### config.mk
export PLATFORM = sky130hd
export DESIGN_NAME = permutation_ctrl
export DESIGN_NICKNAME = d
export VERILOG_FILES = /design/src/rtl/permutation_ctrl.sv
export SDC_FILE = /design/constraint.sdc
export NUM_CORES = 1
export LEC_CHECK = 0
export CAP_MARGIN = 20
export CORE_AREA = 2 2 39 41
export DETAILED_ROUTE_END_ITERATION = 6
export DIE_AREA = 0 0 41 43
export DONT_BUFFER_PORTS = 1
export GPL_ROUTABILITY_DRIVEN = 0
export PLACE_DENSITY = 0.48
export SYNTH_ARGS = -nofsm -noshare
export SYNTH_HDL_FRONTEND = slang
export SYNTH_SLANG_ARGS = --single-unit
### constraint.sdc
create_clock -name clock_i -period 1.18 [get_ports clock_i]
set_input_delay 0.295 -clock clock_i [delete_from_list [all_inputs] [get_ports clock_i]]
set_output_delay 0.295 -clock clock_i [all_outputs]
set_load 0.1 [all_outputs]
### src/rtl/permutation_ctrl.sv
// permutation_ctrl -- round sequencer for the ASCON permutation datapath.
//
// On an accepted start it walks the datapath through ROUNDS_A (mode 0, p^a)
// or ROUNDS_B (mode 1, p^b) rounds, ending at round index 11, then pulses
// done_o for one cycle. A start seen in the DONE cycle is accepted directly
// so permutations can run back to back with no idle bubble.
//
// Ports:
//   clock_i   single clock, rising edge
//   resetb_i  synchronous active-high reset
//   start_i   request one permutation (accepted only while ready_o=1)
//   mode_i    0 = p^a, 1 = p^b; sampled with an accepted start
//   ready_o   start_i is accepted this cycle
//   busy_o    rounds in progress
//   select_o  datapath input select: 0 = external state, 1 = fed-back state
//   round_o   datapath round index
//   en_o      datapath state register enable
//   done_o    one-cycle pulse, datapath output holds the permuted state
//
// All outputs decode registered state only; nothing combinational from inputs.
module permutation_ctrl #(
  parameter int ROUNDS_A = 12,
  parameter int ROUNDS_B = 6
) (
  input  logic       clock_i,
  input  logic       resetb_i,
  input  logic       start_i,
  input  logic       mode_i,
  output logic       ready_o,
  output logic       busy_o,
  output logic       select_o,
  output logic [3:0] round_o,
  output logic       en_o,
  output logic       done_o
);

  typedef enum logic [1:0] {
    IDLE = 2'd0,
    RUN  = 2'd1,
    DONE = 2'd2
  } state_e;

  // First round index for each mode; the last round is always 11.
  localparam logic [3:0] RND_A0   = 4'(12 - ROUNDS_A);
  localparam logic [3:0] RND_B0   = 4'(12 - ROUNDS_B);
  localparam logic [3:0] RND_LAST = 4'd11;

  state_e     state_q, state_d;
  logic [3:0] rnd_q, rnd_d;
  logic       first_q, first_d;

  always_ff @(posedge clock_i) begin
    if (resetb_i) begin
      state_q <= IDLE;
      rnd_q   <= 4'd0;
      first_q <= 1'b0;
    end else begin
      state_q <= state_d;
      rnd_q   <= rnd_d;
      first_q <= first_d;
    end
  end

  always_comb begin
    state_d = state_q;
    rnd_d   = rnd_q;
    first_d = first_q;
    unique case (state_q)
      IDLE, DONE: begin
        if (start_i) begin
          state_d = RUN;
          rnd_d   = mode_i ? RND_B0 : RND_A0;
          first_d = 1'b1;
        end else begin
          state_d = IDLE;
          rnd_d   = 4'd0;
          first_d = 1'b0;
        end
      end
      RUN: begin
        first_d = 1'b0;
        // >= also catches an illegal 12..15 count and ends the run rather
        // than letting the counter wrap.
        if (rnd_q >= RND_LAST) begin
          state_d = DONE;
          rnd_d   = 4'd0;
        end else begin
          rnd_d = rnd_q + 4'd1;
        end
      end
      default: begin
        state_d = IDLE;
        rnd_d   = 4'd0;
        first_d = 1'b0;
      end
    endcase
  end

  // Output decode from registered state.
  always_comb begin
    ready_o  = 1'b1;
    busy_o   = 1'b0;
    en_o     = 1'b0;
    select_o = 1'b0;
    round_o  = 4'd0;
    done_o   = 1'b0;
    unique case (state_q)
      RUN: begin
        ready_o  = 1'b0;
        busy_o   = 1'b1;
        en_o     = 1'b1;
        round_o  = rnd_q;
        // First RUN cycle loads the external state, later cycles feed back.
        select_o = ~first_q;
      end
      DONE:    done_o = 1'b1;
      default: ;
    endcase
  end

endmodule

Word-level counts from Yosys, hierarchy flattened
Index checks and enable logic that the tools add are counted.

cells by class
  $lt $le $gt $ge = 1
  $add $sub $neg = 1
  shifts and indexed selects = 0
  $mul = 0
  divide/modulo/power cells = 0
  equality and inequality tests = 3
  multiplexer cells = 13
  reduce and logical (&&, ||, !) cells = 3
  bitwise gates (word level) = 2

operator list
  cell                 count
  $mux 4               2
  $pmux 4 s2           1
  $mux 1               6
  $mux 3               2
  $add 4x1->4 const B  1
  $ge 4x4->1 const B   1
  $pmux 2 s2           1
  $reduce_or 2->1      2
  $eq 2x1->1 const B   1
  $eq 2x2->1 const B   1
  $logic_not 2->1      1
  $mux 2               1
  $ne 2x2->1 const B   1
  $not 1->1            2

word-level totals
  memory bits (read-only) = 0
  input port bits = 4
  memories = 0
  logic and storage cells = 26
  latch bits = 0
  output and inout port bits = 9
  bits in registers = 7
  memory bits (writable) = 0

Depth between registers and ports, before layout
Gate-level depths: netlist of the first run.

  depth in word-level cells = 4
  depth in mapped cells = 3
  depth with buffers taken out = 3

Least setup slack after synthesis of the first run
No wires, ideal clock.

  kind = register -> output
  from = register state_q[1]
  to = output round_o[0]
  stages on the path, launching flop included = 4
  path slack = -1,912 ps
  arrival = 2,797 ps
  data required time = 885 ps
  buffers on the path = 0
  cells stage by stage = dfxtp_1 nand2b_1 inv_1 and2_1

on the way
  cells in the longest elaborated chain, start to end = 2

RTL lines
  element                 RTL line  source
  from (decl)             48        state_e state_q, state_d;
  from (signal assigned)  58        state_q <= state_d;
  $eq 2x1->1              107       unique case (state_q)
  $mux 4                  107
  to (decl)               32        output logic [3:0] round_o,

Every way passes these cells.

Final worst setup path of the first run
  from = register state_q[1]
  to = output round_o[2]

The elaborated chain is that of the path after synthesis.

==> results.sh, run 1 <==
export IMPL_status="finished, violations left"
export IMPL_violations="negative setup slack"
export IMPL_ys_ff_latch=7
export IMPL_avgViaCountPerCell=4.603
export IMPL_synthCells=30
export IMPL_rsz0062_at_grt="yes"
export IMPL_clock_latency_ns=0.25
export IMPL_fin_crit_sh_pct=122.6
export IMPL_setup_tns_ns=-1.896
export IMPL_num_fill_cells=129
export IMPL_p_leak_nw=0.2382
export IMPL_peakVddDrop_mv=0.7080
export IMPL_initial_core_util_pct=22.78
export IMPL_fin_skew_ns=0.003444
export IMPL_grt_pass1_wl_mm=1.214
export IMPL_final_cell_mix="buf_12, buf_4, dfxtp_1, and2_4, clkbuf_4"
export IMPL_routedWlPerCell_um=11.65
export IMPL_tightest_slew_ns=0.2927
export IMPL_cp_arrival_ns=1.15
export IMPL_finalSetupViolCount=9
export IMPL_cts_tree="yes"
export IMPL_die_w_um=41
export IMPL_worstSetupPathType="register to primary output"
export IMPL_cts_made_buffers=3
export IMPL_ys_warnings_count=0
export IMPL_antenna_found_initial=0
export IMPL_cp_start_kind="register"
export IMPL_hpwl_um=597.9
export IMPL_rows=14
export IMPL_met2_length_um=348
export IMPL_drt_total_wl_um=734
export IMPL_highest_layer="met4"
export IMPL_synth_top_area_share_pct=44.44
export IMPL_yosys_top_cells_area="dfxtp_1, nor3b_2, a32o_1"
export IMPL_drv_slew=0
export IMPL_pre_cts_ws_ns=-0.007680
export IMPL_crit_path_max_fanout=4
export IMPL_holdPathStages=1
export IMPL_htreeDepth=1
export IMPL_postSynthNetCount=35
export IMPL_drive_above_1_share_pct=65.96
export IMPL_layout_setup_ws_ns=-0.2672
export IMPL_drtAntennaViolNets=0
export IMPL_hold_viol=0
export IMPL_clockRootBuffer="clkbuf_4"
export IMPL_drv_cap=0
export IMPL_yosysSeqAreaShare_pct=44.44
export IMPL_clkSlewWorstSetupHoldPaths_ns=0.05
export IMPL_hold_class="input port to register"
export IMPL_route_detailed_drc=0
export IMPL_final_area_um2=580.6
export IMPL_finalCriticalPeriod_ns=1.447
export IMPL_cp_num_buf_inv=1
export IMPL_core_area_um2=1384
export IMPL_crit_path_top_delay_cell="and2_4"
export IMPL_final_nets=53
export IMPL_max_stage_delay_ns=0.33
export IMPL_ys_types=19
export IMPL_m1WireLength_um=275
export IMPL_mappedNetlistArea_um2=315.3
export IMPL_grt_ovfl_total=0
export IMPL_crit_family="simple AND/OR/NAND/NOR gates"
export IMPL_die_h_um=43
export IMPL_cts_num_sinks=7
export IMPL_fmax_mhz=691.0
export IMPL_firstDrtPassIters=2
export IMPL_dieArea_um2=1763
export IMPL_yosys_area_top_type="dfxtp_1"
export IMPL_area_growth_syn_to_layout_pct=84.13
export IMPL_path_cells="nand2b_4, clkinvlp_4, and2_4"
export IMPL_wl_met3_um=80
export IMPL_num_antenna_cells=0
export IMPL_syn_avg_cell_area_um2=10.51
export IMPL_final_core_util_pct=41.95
export IMPL_power_density_nw_per_um2=1365
export IMPL_grt_usage_pct=10.97
export IMPL_drtIter0Drc=7
export IMPL_clockBufferDepth=2
export IMPL_port_buffers=0
export IMPL_vias=290
export IMPL_grt_max_degree=6
export IMPL_worstSetupEndpointType="primary output"
export IMPL_slew_headroom_pct=80.58
export IMPL_path_depth=3
export IMPL_grt_pass1_vias=293
export IMPL_place_area_um2=506.7
export IMPL_cts_hold_buf=0
export IMPL_rr_worst_depth=4
export IMPL_num_io_pins=13
export IMPL_cp_required_ns=0.88
export IMPL_p_total_mw=0.7923
-- cell usage after synthesis --
cell,number
dfxtp_1,7
a32o_1,2
and2_1,2
inv_1,2
nor2_1,2
nor3b_2,2
a21boi_1,1
a21o_2,1
and2_2,1
and3b_2,1
buf_4,1
ha_1,1
nand2b_1,1
nand4b_1,1
nor2b_1,1
nor3_1,1
o21ai_0,1
or3b_1,1
xor2_1,1
-- repair_timing --
action | 4_1_cts | 5_1_grt
resized for setup | 7 | 1
buffers inserted | 3 | 0
setup endpoints to repair | 9 | 13
gates cloned | 0 | 0
-- cell type report --
type                            count  area [um^2]  share of cell area [%]
Clock buffer                        4        26.28                   4.526
Inverter                            2        11.26                   1.940
Multi-Input combinational cell     20        192.7                   33.19
Sequential cell                     7        142.6                   24.57
Tap cell                           16        20.02                   3.448
Timing Repair Buffer               14        187.7                   32.33
-- where the power goes --
| part | internal, mW | switching (mW) | total [mW] |
|---|---|---|---|
| clock network | 0.129 | 0.0892 | 0.218 |
| registers | 0.251 | 0.0117 | 0.263 |
| logic | 0.118 | 0.193 | 0.311 |
-- stage by stage --
step | cells | hold WS (ns)
2_1_floorplan | 30 | 0.3668
3_5_place_dp | 57 | 0.3685
6_report | 63 | 0.1051
5_1_grt | 63 | 0.1002
3_3_place_gp | 57 | 0.3676
4_1_cts | 63 | 0.1058
-- flip-flops by register name, indices dropped and copies added (netlist names) --
signal and flops:
first_q 1, rnd_q 4, state_q 2
-- worst paths after layout --
path / start / end / slack [ns]
max: state_q[1] / round_o[2] / -0.27
min: resetb_i / state_q[1] / 0.11
max reg2reg: rnd_q[0] / rnd_q[1] / 0.05
min reg2reg: rnd_q[2] / rnd_q[3] / 0.55
-- per-layer routing --
| layer | vias up | track usage (%) |
|---|---|---|
| li1 | 139 | - |
| met4 | 0 | 10.00 |
| met5 | - | 0 |
| met1 | 134 | 11.65 |
| met3 | 4 | 5.759 |
| met2 | 13 | 14.69 |
-- cells by family (layout without fill, tap and decap cells) --
kind of cell | Yosys count | count (layout) | synth area share (%)
AO/OA/AOI/OAI | 5 | 5 | 13.10
XOR/XNOR | 1 | 1 | 2.778
flip-flops | 7 | 7 | 44.44
AND/OR/NAND/NOR | 13 | 13 | 30.95
adder cells (fa/ha/maj) | 1 | 1 | 3.968
buffers and inverters | 3 | 20 | 4.764
(Power assumes the default switching activity.)
==> inputs of run 2 (changes only) <==
--- a/config.mk
+++ b/config.mk
@@ -5,13 +5,16 @@
 export SDC_FILE = /design/constraint.sdc
 export NUM_CORES = 1
 export LEC_CHECK = 0
+export ABC_AREA = 1
 export CAP_MARGIN = 20
+export CELL_PAD_IN_SITES_DETAIL_PLACEMENT = 0
+export CELL_PAD_IN_SITES_GLOBAL_PLACEMENT = 2
 export CORE_AREA = 2 2 39 41
 export DETAILED_ROUTE_END_ITERATION = 6
 export DIE_AREA = 0 0 41 43
 export DONT_BUFFER_PORTS = 1
 export GPL_ROUTABILITY_DRIVEN = 0
-export PLACE_DENSITY = 0.48
+export PLACE_DENSITY = 0.71
 export SYNTH_ARGS = -nofsm -noshare
 export SYNTH_HDL_FRONTEND = slang
 export SYNTH_SLANG_ARGS = --single-unit
==> run 2 against run 1 <==
Net effect:
- the flow still finishes with violations (negative setup slack)
- sequential cell count did not move
- design area rose by 9.1%
- utilization rose by 3.8 points
- final cell count rose by 17%
- critical path type unchanged
- largest cell class unchanged
- largest power group unchanged
- highest routed layer is now met3
==> results.sh, run 2 <==
export IMPL_cts_num_sinks=7
export IMPL_power_density_nw_per_um2=1241
export IMPL_firstDrtPassIters=4
export IMPL_yosys_top_cells_area="dfxtp_1, nor2_1, inv_1"
export IMPL_antenna_found_initial=0
export IMPL_whs_ns=0.1022
export IMPL_synth_top_area_share_pct=41.33
export IMPL_clkSlewWorstSetupHoldPaths_ns=0.05
export IMPL_htreeDepth=1
export IMPL_die_w_um=41
export IMPL_hold_viol=0
export IMPL_biggestRegsByFlops="rnd_q (4), state_q (2), first_q (1)"
export IMPL_routedWlPerCell_um=8.081
export IMPL_finalCriticalPeriod_ns=1.437
export IMPL_setup_tns_ns=-1.962
export IMPL_fin_skew_ns=0.005571
export IMPL_finalSetupViolCount=9
export IMPL_initial_core_util_pct=24.50
export IMPL_synthCells=41
export IMPL_avgViaCountPerCell=4.122
export IMPL_worstSetupEndpointType="primary output"
export IMPL_rsz0062_at_grt="yes"
export IMPL_fin_crit_sh_pct=121.8
export IMPL_drtAntennaViolNets=0
export IMPL_drv_cap=0
export IMPL_final_cell_mix="buf_12, buf_4, nor2_4, inv_1, dfxtp_1"
export IMPL_ys_flop_type="dfxtp_1"
export IMPL_path_cells="inv_4, nor2_8, inv_12, nor2_4, buf_12"
export IMPL_crit_path_max_fanout=7
export IMPL_vias=305
export IMPL_async_reset_ff_share_pct=0
export IMPL_drive_above_1_share_pct=58.62
export IMPL_dieArea_um2=1763
export IMPL_hpwl_um=536
export IMPL_postSynthNetCount=46
export IMPL_grt_usage_pct=7.964
export IMPL_r2r_start="rnd_q[0]"
export IMPL_power_share_combinational_pct=40.6
export IMPL_clock_latency_ns=0.24
export IMPL_top_register="rnd_q"
export IMPL_worstSetupPathType="register to primary output"
export IMPL_drt_total_wl_um=598
export IMPL_yosysMostFrequentCell="nor2_1"
export IMPL_cts_made_buffers=3
export IMPL_num_antenna_cells=0
export IMPL_yosysSeqAreaShare_pct=41.33
export IMPL_area_growth_syn_to_layout_pct=86.72
export IMPL_route_detailed_drc=0
export IMPL_port_buffers=0
export IMPL_die_h_um=43
export IMPL_cp_required_ns=0.88
export IMPL_grt_ovfl_total=0
export IMPL_crit_start="state_q[0]"
export IMPL_peakVddDrop_mv=0.5104
export IMPL_ys_warnings_count=0
export IMPL_slew_headroom_pct=81.62
export IMPL_clockBufferDepth=2
export IMPL_clockRootBuffer="clkbuf_4"
export IMPL_fmax_mhz=696.0
export IMPL_grt_max_degree=8
export IMPL_ys_top_cells_by_count="nor2_1, dfxtp_1, inv_1"
export IMPL_mappedNetlistArea_um2=339.1
export IMPL_rows=14
export IMPL_ys_types=17
export IMPL_drtIter0Drc=3
export IMPL_violations="negative setup slack"
export IMPL_cp_start_kind="register"
export IMPL_cts_hold_buf=0
export IMPL_final_nets=64
export IMPL_layout_setup_ws_ns=-0.2568
export IMPL_cts_tree="yes"
export IMPL_r2r_setup_slack_ns=0.13
export IMPL_p_leak_nw=0.2410
export IMPL_rr_worst_depth=6
export IMPL_power_frac_seq_pct=33.1
export IMPL_hold_class="input port to register"
export IMPL_ys_ff_latch=7
export IMPL_max_stage_delay_ns=0.34
export IMPL_clkPwrFrac_pct=26.3
export IMPL_yosys_area_top_type="dfxtp_1"
export IMPL_syn_avg_cell_area_um2=8.270
export IMPL_p_sw_share_pct=39.27
export IMPL_core_area_um2=1384
export IMPL_status="finished, violations left"
export IMPL_min_delay_start="resetb_i"
export IMPL_cp_arrival_ns=1.14
export IMPL_grt_pass1_vias=268
export IMPL_crit_path_top_delay_cell="dfxtp_2"
export IMPL_drv_slew=0
export IMPL_num_io_pins=13
export IMPL_grt_pass1_wl_um=972
export IMPL_p_int_mw=0.4771
export IMPL_tightest_slew_ns=0.2779
export IMPL_regToRegEndpoint="state_q[0]"
export IMPL_holdPathStages=1
export IMPL_largest_reg_flops=4
export IMPL_p_switching_mw=0.3084
export IMPL_whs_endpoint="state_q[1]"
export IMPL_synth_edff_count=0
-- run 2: changes by cell type after synthesis, sizes merged, moves of 2 or more --
cell and change:
inv +6, a32o -2, a21oi +2, and2 -3
nand2 +4, nor2 +8, nor3b -2, nand3 +3
-- run 2: cell type report --
cell class | instances | area, um^2
inverters | 8 | 45.04
flip-flops and latches | 7 | 145.1
clock buffers | 4 | 26.28
multi-input cells | 25 | 203.9
fillers | 144 | 750.7
well taps | 16 | 20.02
repair buffers | 14 | 192.7
-- run 2: metrics by stage --
stage	cells	worst slack (ns)	cell area, um^2	total power, mW	utilization (%)
after floorplan	41	-0.6171	390.4	0.4963	-
after global placement	68	-0.03713	580.6	0.5751	41.95
after detailed placement	68	-0.04369	580.6	0.5764	41.95
after CTS	73	-0.2776	623.1	0.7916	45.03
after global routing	74	-0.3199	633.1	0.8219	45.75
final	74	-0.2568	633.1	0.7855	45.75
-- run 2: critical path: cells and delay by family (launching register included) --
family	cells	cell delay, ns
DFF	1	0.34
and+or+nand+nor	2	0.26
buffers and inverters	3	0.29
-- run 2: cell families (layout without fill, tap and decap cells) --
logic type,count (synthesis),in the layout,share of synthesized area [%]
simple gates,20,20,36.16
buf+inv,9,26,11.81
flops,7,7,41.33
compound gates,3,3,4.427
fa+ha+maj,1,1,3.689
xor+xnor,1,1,2.583
-- run 2: per-layer routing --
metal  GRT usage, %  wire length, um  vias to the layer above
li1               -                -                      164
met1          9.772              238                      132
met2          11.56              307                        9
met3          2.618               53                        0
met4          4.667                0                        0
met5              0                0                        -
-- run 2: power groups by stage --
stage | clock network (mW) | logic (mW) | registers [mW]
after detailed placement | 0 | 0.310 | 0.266
after CTS | 0.217 | 0.316 | 0.259
after global routing | 0.226 | 0.334 | 0.261
after global placement | 0 | 0.309 | 0.266
final | 0.206 | 0.319 | 0.260
after floorplan | 0 | 0.232 | 0.265
-- run 2: worst max path at each step --
stage	endpoint	slack, ns	cells after the start
global placement	round_o[0]	-0.04	5
finish	round_o[2]	-0.26	5
detailed placement	round_o[0]	-0.04	5
global route	round_o[1]	-0.32	5
floorplan	round_o[0]	-0.62	4
CTS	round_o[2]	-0.28	5
-- run 2: repair_timing --
action                     CTS  global route
buffers inserted             1             1
setup endpoints to repair    9             9
gates resized for setup      4             1
pin swaps                    3             0
